<file path="src/rtl/imem_port_arbiter_if.sv">
// Fetch / loader / RAM signal bundle for imem_port_arbiter.
// slave = arbiter side, master = fetch stage, loader and RAM side.
interface imem_port_arbiter_if #(
  parameter int WORD_AW = 7
);
  logic                fetch_req_i;
  logic [63:0]         fetch_addr_i;
  logic                fetch_ack_o;
  logic [79:0]         fetch_data_o;
  logic                fetch_error_o;
  logic                load_req_i;
  logic [63:0]         load_addr_i;
  logic [7:0]          load_data_i;
  logic                load_ack_o;
  logic                load_error_o;
  logic                mem_en_o;
  logic                mem_we_o;
  logic [WORD_AW-1:0]  mem_addr_o;
  logic [63:0]         mem_wdata_o;
  logic [7:0]          mem_wstrb_o;
  logic [63:0]         mem_rdata_i;

  modport slave (
    input  fetch_req_i, fetch_addr_i, load_req_i, load_addr_i, load_data_i, mem_rdata_i,
    output fetch_ack_o, fetch_data_o, fetch_error_o, load_ack_o, load_error_o,
           mem_en_o, mem_we_o, mem_addr_o, mem_wdata_o, mem_wstrb_o
  );

  modport master (
    output fetch_req_i, fetch_addr_i, load_req_i, load_addr_i, load_data_i, mem_rdata_i,
    input  fetch_ack_o, fetch_data_o, fetch_error_o, load_ack_o, load_error_o,
           mem_en_o, mem_we_o, mem_addr_o, mem_wdata_o, mem_wstrb_o
  );
endinterface

</file>
<file path="src/rtl/imem_port_arbiter.sv">
// Shares one 64-bit single-port instruction RAM between 10-byte fetch windows and
// byte-wide loader writes. Loader port is present only when IMEM_LOADER_EN is defined.
module imem_port_arbiter #(
  parameter int MEM_BYTES = 1024,
  parameter int WORD_AW   = 7
) (
  input logic                clk_i,
  input logic                rst_n_i,
  imem_port_arbiter_if.slave bus
);

`ifdef IMEM_LOADER_EN
  typedef enum logic [2:0] {
    S_IDLE = 3'd0, S_RD1 = 3'd1, S_RD2 = 3'd2, S_RD3 = 3'd3, S_WR = 3'd4, S_DONE = 3'd5
  } state_t;
`else
  typedef enum logic [2:0] {
    S_IDLE = 3'd0, S_RD1 = 3'd1, S_RD2 = 3'd2, S_RD3 = 3'd3, S_DONE = 3'd5
  } state_t;
`endif

  localparam logic [63:0] FETCH_MAX   = 64'(MEM_BYTES - 10);
  localparam logic [63:0] LOAD_END    = 64'(MEM_BYTES);
  localparam logic        GRANT_FETCH = 1'b0;
  localparam logic        GRANT_LOAD  = 1'b1;

  state_t               r_state;
  logic                 r_last_grant;
  logic [WORD_AW-1:0]   r_w0_addr;
  logic [2:0]           r_off;
  logic                 r_three;
  logic                 r_tail;
  logic [63:0]          r_word0;
  logic [63:0]          r_word1;

  logic                 r_fetch_ack;
  logic [79:0]          r_fetch_data;
  logic                 r_fetch_err;
  logic                 r_load_ack;
  logic                 r_load_err;
  logic                 r_mem_en;
  logic                 r_mem_we;
  logic [WORD_AW-1:0]   r_mem_addr;
  logic [63:0]          r_mem_wdata;
  logic [7:0]           r_mem_wstrb;

  logic                 w_fetch_err;
  logic                 w_load_err;
  logic                 w_grant_load;
  logic [191:0]         w_cat;
  logic [191:0]         w_shifted;
  logic [79:0]          w_window;

  assign w_fetch_err = (bus.fetch_addr_i > FETCH_MAX);
  assign w_load_err  = (bus.load_addr_i >= LOAD_END);

`ifdef IMEM_LOADER_EN
  assign w_grant_load = bus.load_req_i && (!bus.fetch_req_i || (r_last_grant == GRANT_FETCH));
`else
  assign w_grant_load = 1'b0;
`endif

  // Window assembly: the word being returned this cycle is taken straight from the RAM.
  always_comb begin
    w_cat     = 192'd0;
    w_shifted = 192'd0;
    w_window  = 80'd0;
    if (r_tail) begin
      w_cat = {bus.mem_rdata_i, r_word1, r_word0};
    end else begin
      w_cat = {64'd0, bus.mem_rdata_i, r_word0};
    end
    w_shifted = w_cat >> {r_off, 3'b000};
    w_window  = w_shifted[79:0];
  end

  // Control FSM; every output is a register that defaults to zero each cycle.
  always_ff @(posedge clk_i) begin
    if (!rst_n_i) begin
      r_state      <= S_IDLE;
      r_last_grant <= GRANT_LOAD;
      r_w0_addr    <= '0;
      r_off        <= 3'd0;
      r_three      <= 1'b0;
      r_tail       <= 1'b0;
      r_word0      <= 64'd0;
      r_word1      <= 64'd0;
      r_fetch_ack  <= 1'b0;
      r_fetch_data <= 80'd0;
      r_fetch_err  <= 1'b0;
      r_load_ack   <= 1'b0;
      r_load_err   <= 1'b0;
      r_mem_en     <= 1'b0;
      r_mem_we     <= 1'b0;
      r_mem_addr   <= '0;
      r_mem_wdata  <= 64'd0;
      r_mem_wstrb  <= 8'd0;
    end else begin
      r_fetch_ack  <= 1'b0;
      r_fetch_data <= 80'd0;
      r_fetch_err  <= 1'b0;
      r_load_ack   <= 1'b0;
      r_load_err   <= 1'b0;
      r_mem_en     <= 1'b0;
      r_mem_we     <= 1'b0;
      r_mem_addr   <= '0;
      r_mem_wdata  <= 64'd0;
      r_mem_wstrb  <= 8'd0;
      case (r_state)
        S_IDLE: begin
`ifdef IMEM_LOADER_EN
          if (w_grant_load) begin
            r_last_grant <= GRANT_LOAD;
            if (w_load_err) begin
              r_load_ack <= 1'b1;
              r_load_err <= 1'b1;
              r_state    <= S_DONE;
            end else begin
              r_mem_en    <= 1'b1;
              r_mem_we    <= 1'b1;
              r_mem_addr  <= bus.load_addr_i[WORD_AW+2:3];
              r_mem_wdata <= {8{bus.load_data_i}};
              r_mem_wstrb <= 8'd1 << bus.load_addr_i[2:0];
              r_state     <= S_WR;
            end
          end else
`endif
          if (bus.fetch_req_i) begin
            r_last_grant <= GRANT_FETCH;
            if (w_fetch_err) begin
              r_fetch_ack <= 1'b1;
              r_fetch_err <= 1'b1;
              r_state     <= S_DONE;
            end else begin
              r_w0_addr  <= bus.fetch_addr_i[WORD_AW+2:3];
              r_off      <= bus.fetch_addr_i[2:0];
              r_three    <= (bus.fetch_addr_i[2:0] == 3'd7);
              r_tail     <= 1'b0;
              r_mem_en   <= 1'b1;
              r_mem_addr <= bus.fetch_addr_i[WORD_AW+2:3];
              r_state    <= S_RD1;
            end
          end else begin
            r_state <= S_IDLE;
          end
        end
        S_RD1: begin
          r_mem_en   <= 1'b1;
          r_mem_addr <= r_w0_addr + WORD_AW'(1);
          r_state    <= S_RD2;
        end
        S_RD2: begin
          r_word0 <= bus.mem_rdata_i;
          if (r_three) begin
            r_mem_en   <= 1'b1;
            r_mem_addr <= r_w0_addr + WORD_AW'(2);
          end else begin
            r_mem_en <= 1'b0;
          end
          r_state <= S_RD3;
        end
        // A three-word window spends a second cycle here draining the last read.
        S_RD3: begin
          if (r_three && !r_tail) begin
            r_word1 <= bus.mem_rdata_i;
            r_tail  <= 1'b1;
            r_state <= S_RD3;
          end else begin
            r_fetch_ack  <= 1'b1;
            r_fetch_data <= w_window;
            r_tail       <= 1'b0;
            r_state      <= S_DONE;
          end
        end
`ifdef IMEM_LOADER_EN
        S_WR: begin
          r_load_ack <= 1'b1;
          r_state    <= S_DONE;
        end
`endif
        S_DONE: begin
          r_state <= S_IDLE;
        end
        default: begin
          r_state <= S_IDLE;
        end
      endcase
    end
  end

  assign bus.fetch_ack_o   = r_fetch_ack;
  assign bus.fetch_data_o  = r_fetch_data;
  assign bus.fetch_error_o = r_fetch_err;
  assign bus.load_ack_o    = r_load_ack;
  assign bus.load_error_o  = r_load_err;
  assign bus.mem_en_o      = r_mem_en;
  assign bus.mem_we_o      = r_mem_we;
  assign bus.mem_addr_o    = r_mem_addr;
  assign bus.mem_wdata_o   = r_mem_wdata;
  assign bus.mem_wstrb_o   = r_mem_wstrb;

endmodule

</file>
<file path="src/flat_wrapper.sv">
// flat-port wrapper written by rule: the top's interface ports become plain ports
module imem_port_arbiter_flat 
#(
  parameter int MEM_BYTES = 1024,
  parameter int WORD_AW   = 7
)
  (clk_i, rst_n_i, bus_fetch_req_i, bus_fetch_addr_i, bus_load_req_i, bus_load_addr_i, bus_load_data_i, bus_mem_rdata_i, bus_fetch_ack_o, bus_fetch_data_o, bus_fetch_error_o, bus_load_ack_o, bus_load_error_o, bus_mem_en_o, bus_mem_we_o, bus_mem_addr_o, bus_mem_wdata_o, bus_mem_wstrb_o);
  imem_port_arbiter_if #(.WORD_AW(WORD_AW)) bus_i ();
  input logic clk_i;
  input logic rst_n_i;
  input wire logic [$bits(bus_i.fetch_req_i)-1:0] bus_fetch_req_i;
  input wire logic [$bits(bus_i.fetch_addr_i)-1:0] bus_fetch_addr_i;
  input wire logic [$bits(bus_i.load_req_i)-1:0] bus_load_req_i;
  input wire logic [$bits(bus_i.load_addr_i)-1:0] bus_load_addr_i;
  input wire logic [$bits(bus_i.load_data_i)-1:0] bus_load_data_i;
  input wire logic [$bits(bus_i.mem_rdata_i)-1:0] bus_mem_rdata_i;
  output wire logic [$bits(bus_i.fetch_ack_o)-1:0] bus_fetch_ack_o;
  output wire logic [$bits(bus_i.fetch_data_o)-1:0] bus_fetch_data_o;
  output wire logic [$bits(bus_i.fetch_error_o)-1:0] bus_fetch_error_o;
  output wire logic [$bits(bus_i.load_ack_o)-1:0] bus_load_ack_o;
  output wire logic [$bits(bus_i.load_error_o)-1:0] bus_load_error_o;
  output wire logic [$bits(bus_i.mem_en_o)-1:0] bus_mem_en_o;
  output wire logic [$bits(bus_i.mem_we_o)-1:0] bus_mem_we_o;
  output wire logic [$bits(bus_i.mem_addr_o)-1:0] bus_mem_addr_o;
  output wire logic [$bits(bus_i.mem_wdata_o)-1:0] bus_mem_wdata_o;
  output wire logic [$bits(bus_i.mem_wstrb_o)-1:0] bus_mem_wstrb_o;
  assign bus_i.fetch_req_i = bus_fetch_req_i;
  assign bus_i.fetch_addr_i = bus_fetch_addr_i;
  assign bus_i.load_req_i = bus_load_req_i;
  assign bus_i.load_addr_i = bus_load_addr_i;
  assign bus_i.load_data_i = bus_load_data_i;
  assign bus_i.mem_rdata_i = bus_mem_rdata_i;
  assign bus_fetch_ack_o = bus_i.fetch_ack_o;
  assign bus_fetch_data_o = bus_i.fetch_data_o;
  assign bus_fetch_error_o = bus_i.fetch_error_o;
  assign bus_load_ack_o = bus_i.load_ack_o;
  assign bus_load_error_o = bus_i.load_error_o;
  assign bus_mem_en_o = bus_i.mem_en_o;
  assign bus_mem_we_o = bus_i.mem_we_o;
  assign bus_mem_addr_o = bus_i.mem_addr_o;
  assign bus_mem_wdata_o = bus_i.mem_wdata_o;
  assign bus_mem_wstrb_o = bus_i.mem_wstrb_o;
  imem_port_arbiter #(.MEM_BYTES(MEM_BYTES), .WORD_AW(WORD_AW)) u_core (.clk_i(clk_i), .rst_n_i(rst_n_i), .bus(bus_i));
endmodule
</file>
<file path="config.mk">
export PLATFORM = sky130hd
export DESIGN_NAME = imem_port_arbiter_flat
export DESIGN_NICKNAME = d
export VERILOG_FILES = /design/src/rtl/imem_port_arbiter_if.sv /design/src/rtl/imem_port_arbiter.sv /design/src/flat_wrapper.sv
export SDC_FILE = /design/constraint.sdc
export NUM_CORES = 1
export LEC_CHECK = 0
export CAP_MARGIN = 30
export CORE_UTILIZATION = 49
export CTS_CLUSTER_DIAMETER = 60
export DETAILED_ROUTE_END_ITERATION = 8
export PLACE_DENSITY = 0.82
export SYNTH_ARGS = -nofsm -noshare
export SYNTH_HDL_FRONTEND = slang
export SYNTH_SLANG_ARGS = --single-unit
</file>
<file path="constraint.sdc">
create_clock -name clk_i -period 1.91 [get_ports clk_i]
set_input_delay 0.382 -clock clk_i [delete_from_list [all_inputs] [get_ports clk_i]]
set_output_delay 0.382 -clock clk_i [all_outputs]
set_load 0.03 [all_outputs]
</file>
==> flow_summary.rst, run 1 <==
.. list-table::
   :header-rows: 1

   * - Metric
     - Value
   * - Syn Area/Cell
     - 9.75 um^2
   * - Crit path capture type
     - flip-flop
   * - Antenna violations before repair
     - 1
   * - Share of the clock period used by the worst path after layout
     - 1.03
   * - Reported max-cap violation count
     - 0
   * - Synth-to-layout area growth
     - 34.5%
   * - Pre-CTS setup slack
     - -345 ps
   * - Summed instance area of the synthesized netlist
     - roughly 0.013 mm^2
   * - Maximum clock insertion buffer count
     - 3
   * - Share of the synthesized area in the top cell type
     - 0.361
   * - Final ANT Viol Nets
     - 0
   * - Via count of the first global-routing pass
     - 10.7k
   * - Maximum clock skew at final layout
     - approximately 17 ps
   * - TritonCTS clock tree
     - built
   * - DRT iter0 DRCs
     - 1538
   * - Post-route DRC violation count
     - 0
   * - Clock transition at path regs
     - approximately 70 ps
   * - Via count of the routed design
     - between 10k and 15k
   * - Layout cell share with drive strength beyond 1
     - 0.238
   * - Core occupancy in the finished layout
     - 0.668
   * - Largest vdd supply drop
     - slightly above 600 uV
   * - Number of setup violations in the final report
     - 15
   * - Unique cell type count in the Yosys netlist
     - 50
   * - Critical Path RT
     - around 2300 ps
   * - Class of the most critical hold timing path
     - in2reg
   * - Die Wd
     - 164 um
   * - Routability congestion estimate
     - 1.02
   * - Gate Count Post-Synth
     - ~1.3k
   * - Total number of placement rows
     - 59
   * - Final-report hold violation count
     - 0
   * - Mean number of vias per cell
     - 5.91
   * - Leakage
     - between 6 and 7 nW
   * - Max transition margin
     - 0.638
   * - Class of the most critical setup path
     - reg2reg
   * - Worst-path maximum fanout
     - 7
   * - Number of slew-limit violations in the final report
     - 0
   * - Cts-stage hold buffer count
     - 0
   * - Tot GR Track Use
     - 0.313
   * - Post-route setup slack
     - -65.8 ps
   * - Die ar.
     - 0.0270 mm^2
   * - Busiest layer in global routing
     - met2
   * - Global-route wire length before repair
     - about 63 mm
   * - Measured slew at the worst slew-check pin
     - around 540 ps
   * - Maximum number of pins on one net before global-route repair
     - around 100
   * - Cells taking the most area after synthesis
     - dfxtp_1 36%, mux4_2 17%, nand2_1 8.8%
   * - Final-stage net count
     - 1824
   * - Half-perimeter wire length of the detailed placement result
     - 32.0 mm
   * - Register area share after synthesis
     - 0.361
   * - Htree depth
     - 1
   * - Routed length per placed instance
     - around 22 um
   * - Met1 capacity usage during global routing
     - 0.417
   * - Global-route track usage on met3
     - 0.0540
   * - Endpoint arrival time on the critical path
     - 2400 ps
   * - Clock buffer count from CTS
     - 25
   * - Max Freq
     - just over 500 MHz
   * - Number of filler cells placed in the layout
     - approximately 1.9k
   * - Insertion delay of the later-clocked pin in the worst-skew pair
     - 540 ps
   * - RSZ-0062 raised after global routing
     - yes
   * - Violated checks
     - negative setup slack
   * - Total area of sequential cells
     - 0.00468 mm^2
   * - Clock sink count
     - around 230
   * - Fin Setup TNS
     - -458 ps
   * - Gr ovfl total
     - 0
   * - Count of antenna diodes in the layout
     - 0
   * - Detailed Route WL
     - 43.4 mm
   * - Area taken by multi-input logic gates
     - between 0.007 and 0.008 mm^2
   * - Library cell occupying the most area in the post-synthesis netlist
     - dfxtp_1
   * - 1st-pass router iterations
     - 7
   * - Count of warnings emitted by yosys
     - 0
   * - Power per cell area
     - roughly 650 mW/mm^2
   * - Core ar.
     - about 0.026 mm^2
   * - Number of flip-flops and latches in the synthesized netlist
     - 233
   * - Boundary Pins
     - 369
   * - # port buffers
     - 220
   * - Kind of start point of the critical path
     - flip-flop
   * - Met2 Resource Use GR
     - 0.500
   * - Die Span Y
     - roughly 160 um
   * - Initial cell density of the core
     - 0.497
   * - Minimum clock period
     - between 1500 and 2000 ps
   * - Final total power
     - roughly 11 mW
   * - Clock Root Buffer
     - clkbuf_16
   * - Run status
     - finished, violations left
## per-stage QoR
stage / hold WS (ps) / instance area [um^2] / cells
CTS: 220 / 17000 / 1969
detailed placement: 461 / 16000 / 1917
global placement: 448 / 16000 / 1917
global route: 240 / 17400 / 1971
floorplan: 441 / 13200 / 1398
finish: 236 / 17400 / 1971
## sequential cells by signal (all words and copies together) (netlist names)
| name | cells |
|---|---|
| u_core.r_w0_addr | 7 |
| u_core.bus.mem_en_o | 1 |
| u_core.bus.fetch_ack_o | 1 |
| u_core.r_off | 3 |
| u_core.bus.mem_addr_o | 7 |
| u_core.bus.fetch_error_o | 1 |
| u_core.r_word1 | 64 |
| u_core.r_tail | 1 |
| u_core.r_three | 1 |
| u_core.r_state | 3 |
| u_core.r_word0 | 64 |
| u_core.bus.fetch_data_o | 80 |
## layer usage
metal | wire (um) | vias to the layer above
li1 | - | 5150
met1 | 16200 | 5534
met2 | 19800 | 845
met3 | 5460 | 111
met4 | 1960 | 2
met5 | 13 | -
## Yosys cell counts (all sizes together)
cell,n
nand4bb,1
a32oi,1
nor4b,1
or4,2
conb,1
buf,137
nand2b,4
o21ai,21
a31oi,4
a22o,8
nand2,303
a21boi,128
o22ai,5
a31o,2
nand3,4
nor3b,3
or3,2
nand4,5
a32o,1
a211oi,40
a211o,1
clkbuf,48
ha,2
a41oi,1
a21oi,16
or3b,2
mux2,32
nor4,13
nor2,87
mux4,96
nor2b,8
mux2i,107
dfxtp,233
xor2,1
nor3,4
## worst max-delay path: stages (launching register included)
cell     delay, ps
dfxtp_4        460
buf_12         140
buf_16         130
mux4_2         600
mux2_4         310
mux2i_2        170
nor2_1          60
## final timing paths
kind                                  startpoint                                      to  slack [ps]  cells after the start
setup / recovery    u_core.r_off[0]$_SDFFE_PN0P_  u_core.bus.fetch_data_o[46]$_SDFF_PP0_         -70                      6
hold / removal                           rst_n_i            u_core.r_state[1]$_SDFF_PN0_         240                      3
setup reg to reg    u_core.r_off[0]$_SDFFE_PN0P_  u_core.bus.fetch_data_o[46]$_SDFF_PP0_         -70                      6
hold reg to reg   u_core.r_word0[4]$_SDFFE_PN0N_          u_core.r_word0[4]$_SDFFE_PN0N_         460                      2
## logic make-up (layout without fill, tap and decap cells)
logic type	count (synthesis)	count (layout)	share of synthesized area
AOI/OAI and AO/OA	228	228	0.126
xor gates and xnor gates	1	1	0.000679
adders and majority gates	2	2	0.00194
buffers and inverters	185	423	0.0892
DFF	233	233	0.361
muxes	235	235	0.278
other	1	75	0.000291
and+or+nand+nor	439	439	0.142
## power breakdown
group	internal [mW]	leakage (nW)	switching [mW]
combinational	0.667	4.67	0.818
clock	2.61	0.381	2.15
sequential	4.92	1.88	0.101
total	8.20	6.93	3.07
## cells in the final DEF, fill, tap and decap left out, types with 4 or more instances in the layout
cell type,count
a22o_1,8
mux2_4,11
mux2i_1,79
a21oi_1,14
mux2_2,21
mux4_2,96
nor4_1,12
nand4_1,5
clkinv_4,4
a31oi_1,4
nor2_1,82
o21ai_1,16
mux2i_2,21
a211oi_1,37
dlygate4sd2_1,37
buf_12,21
dlymetal6s2s_1,46
nor2b_1,8
a21boi_1,18
buf_6,6
a21boi_0,110
o22ai_1,4
mux2i_4,7
dfxtp_4,4
nand2_1,303
conb_1,75
clkdlybuf4s50_1,136
dfxtp_1,228
clkbuf_16,26
buf_4,128
clkinvlp_4,5
clkinv_2,5
## timing repair
| action | CTS | global route |
|---|---|---|
| pin swaps | 0 | 4 |
| buffers inserted | 5 | 3 |
| setup endpoints to repair | 70 | 110 |
| gates cloned | 2 | 1 |
| resized for setup | 60 | 99 |
## area by class of cell
type | count | area share
multi-input cells | 980 | 0.440
clock buffers | 27 | 0.0370
well taps | 335 | 0.0241
flip-flops and latches | 233 | 0.270
repair buffers | 378 | 0.220
clock inverters | 18 | 0.00886
(Power assumes the default switching activity.)
==> run 2, diff against run 1 <==
--- a/config.mk
+++ b/config.mk
@@ -10,6 +10,7 @@
 export CTS_CLUSTER_DIAMETER = 60
 export DETAILED_ROUTE_END_ITERATION = 8
 export PLACE_DENSITY = 0.82
+export RECOVER_POWER = 25
 export SYNTH_ARGS = -nofsm -noshare
 export SYNTH_HDL_FRONTEND = slang
 export SYNTH_SLANG_ARGS = --single-unit
==> run 2 against run 1 <==
  * The flow finishes with violations (design-rule violations, negative setup slack)
  * Sequential power about the same
  * Non-clock buffer count unchanged
  * Register-to-register slack improved by 20 ps
  * First-iteration DRC count decreased by 2.6%
  * Setup slack improved by 15 ps
  * Sequential cell count unchanged
==> flow_summary.rst, run 2 (synthesized netlist as in run 1, its figures left out) <==
.. list-table::
   :header-rows: 1

   * - Metric
     - Value
   * - Run status
     - finished, violations left
   * - Violated checks
     - design-rule violations, negative setup slack
   * - Number of filler cells placed in the layout
     - 1956 (+2.4%)
   * - Clock Root Buffer
     - clkbuf_16
   * - Power per cell area
     - 658 mW/mm^2 (+1.4%)
   * - Leakage
     - 6.36 nW (-8.2%)
   * - Clock buffer count from CTS
     - 25 (unchanged)
   * - Number of slew-limit violations in the final report
     - 0 (unchanged)
   * - Most frequent cells in the layout
     - 303 x nand2_1, 228 x dfxtp_1, 136 x clkdlybuf4s50_1, 127 x buf_4, 110 x a21boi_0
   * - Die Wd
     - 164 um (unchanged)
   * - Endpoint arrival time on the critical path
     - 2390 ps (about the same)
   * - Htree depth
     - 1 (unchanged)
   * - Max transition margin
     - 0.623 (-0.0145)
   * - Core ar.
     - 0.0260 mm^2 (unchanged)
   * - DRT iter0 DRCs
     - 1498 (-2.6%)
   * - Critical Path RT
     - 2340 ps (about the same)
   * - Boundary Pins
     - 369 (unchanged)
   * - Class of the most critical setup path
     - reg2reg
   * - Core occupancy in the finished layout
     - 0.658 (-0.00982)
   * - Synth-to-layout area growth
     - 32.5%
   * - Buf+Inv Stages, Crit Path
     - 3 (+1)
   * - Cell with the largest stage delay on the worst path
     - mux4_2
   * - Final Instance Count excl. Fillers
     - 1971 (unchanged)
   * - RSZ-0062 raised after global routing
     - yes
   * - Post-route DRC violation count
     - 1 (+1)
   * - Clock sink count
     - 233 (unchanged)
   * - Maximum number of pins on one net before global-route repair
     - 102 (unchanged)
   * - Clock transition at path regs
     - 70 ps (about the same)
   * - Mean number of vias per cell
     - 5.90 (about the same)
   * - Cell breakdown of the critical path
     - buf_12 -> bufbuf_16 -> mux4_2 -> mux2i_1 -> a211oi_1 -> buf_4
   * - Area taken by multi-input logic gates
     - 0.00763 mm^2 (about the same)
   * - Maximum clock insertion buffer count
     - 3 (unchanged)
   * - Layout cell share with drive strength beyond 1
     - 0.238 (-0.000611)
   * - Fin Setup TNS
     - -313 ps (+145 ps)
   * - Via count of the first global-routing pass
     - 10.7k (unchanged)
   * - Reported max-cap violation count
     - 0 (unchanged)
   * - Most common library cell in the layout ignoring fill and taps
     - nand2_1
   * - Antenna violations before repair
     - 1 (unchanged)
   * - Half-perimeter wire length of the detailed placement result
     - 32.0 mm (unchanged)
   * - Via count of the routed design
     - 11.6k (-0.052%)
   * - Count of antenna diodes in the layout
     - 0 (unchanged)
   * - Measured slew at the worst slew-check pin
     - 565 ps (+21.8 ps)
   * - Largest vdd supply drop
     - 604 uV (about the same)
   * - Class of the most critical hold timing path
     - in2reg
   * - TritonCTS clock tree
     - built
   * - Post-placement cell count
     - 1917 (unchanged)
   * - Max Freq
     - 510 MHz (+0.78%)
   * - Final-stage net count
     - 1824 (unchanged)
   * - Worst stage delay on the critical path
     - 520 ps (-80 ps)
   * - Final ANT Viol Nets
     - 0 (unchanged)
   * - Gr ovfl total
     - 0 (unchanged)
   * - Minimum clock period
     - 1960 ps (-15.3 ps)
   * - Category of cells accounting for the largest share of critical-path delay
     - multiplexers
   * - Total area of sequential cells
     - 0.00468 mm^2 (unchanged)
   * - Cts-stage hold buffer count
     - 0 (unchanged)
   * - Routed length per placed instance
     - 22.0 um (about the same)
   * - Detailed Route WL
     - 43.5 mm (about the same)
   * - Total number of placement rows
     - 59 (unchanged)
   * - Global-route wire length before repair
     - 63.4 mm (unchanged)
   * - Crit path capture type
     - flip-flop
   * - Die Span Y
     - 164 um (unchanged)
   * - Die ar.
     - 0.0270 mm^2 (unchanged)
   * - Kind of start point of the critical path
     - flip-flop
   * - # port buffers
     - 220 (unchanged)
   * - Share of the clock period used by the worst path after layout
     - 1.03 (-0.00800)
   * - Tot GR Track Use
     - 0.313 (unchanged)
   * - Worst-path maximum fanout
     - 7 (unchanged)
   * - Maximum clock skew at final layout
     - 16.4 ps (-0.0823 ps)
   * - Final-report hold violation count
     - 0 (unchanged)
   * - Routability congestion estimate
     - 1.02 (unchanged)
   * - Number of setup violations in the final report
     - 14 (-1)
   * - Insertion delay of the later-clocked pin in the worst-skew pair
     - 540 ps (about the same)
   * - 1st-pass router iterations
     - 7 (unchanged)
   * - Initial cell density of the core
     - 0.497 (unchanged)
   * - Number of flip-flops under the largest register name
     - 80 (unchanged)
   * - Post-route setup slack
     - -50.5 ps (+15.3 ps)
==> run 2: final timing paths <==
check	startpoint	cells after the start	to	slack, ps
max	u_core.r_off[0]$_SDFFE_PN0P_	6	u_core.bus.fetch_data_o[71]$_SDFF_PP0_	-50
min	rst_n_i	3	u_core.r_state[1]$_SDFF_PN0_	230
min reg2reg	u_core.r_word0[4]$_SDFFE_PN0N_	2	u_core.r_word0[4]$_SDFFE_PN0N_	460
max reg2reg	u_core.r_off[0]$_SDFFE_PN0P_	6	u_core.bus.fetch_data_o[71]$_SDFF_PP0_	-50
==> run 2: layout make-up <==
cell class | count | area share
Clock inverter | 18 | 0.00900
Multi-Input combinational cell | 980 | 0.446
Clock buffer | 27 | 0.0376
Tap cell | 335 | 0.0245
Timing Repair Buffer | 378 | 0.209
Sequential cell | 233 | 0.274
==> run 2: per-layer routing <==
layer,global-route usage,vias up,part of all wire
li1,-,5144,-
met1,0.417,5526,0.38
met2,0.500,851,0.46
met3,0.0540,113,0.12
met4,0.131,2,0.046
met5,0,-,0.00030
==> run 2: repair_timing <==
| action | 4_1_cts | 5_1_grt |
|---|---|---|
| resized for setup | 60 | 99 |
| buffers inserted | 5 | 3 |
| endpoints found under the setup margin | 70 | 110 |
| gates cloned | 2 | 1 |
| pin swaps | 0 | 4 |
==> run 2: where the power goes <==
group          switching (mW)  internal (mW)  leakage (nW)
Sequential             0.0999           4.92          1.88
Clock                    2.14           2.61         0.381
Combinational           0.818          0.658          4.10
Total                    3.06           8.19          6.36
==> run 2: worst reg2reg max path, delay by kind of cell (launching register included) <==
family | cells | cell delay [ps]
compound gates | 1 | 140
mux | 2 | 690
flops | 1 | 450
buf+inv | 3 | 570
==> run 2: through the flow <==
step	hold slack (ps)	power, mW	setup slack (ps)	area [um^2]
finish	235	11.3	-50.5	17100
global route	240	11.5	-84.7	17100
CTS	220	11.2	-50.1	17000
detailed placement	461	6.52	-345	16000
global placement	448	6.50	-333	16000
floorplan	441	5.91	240	13200
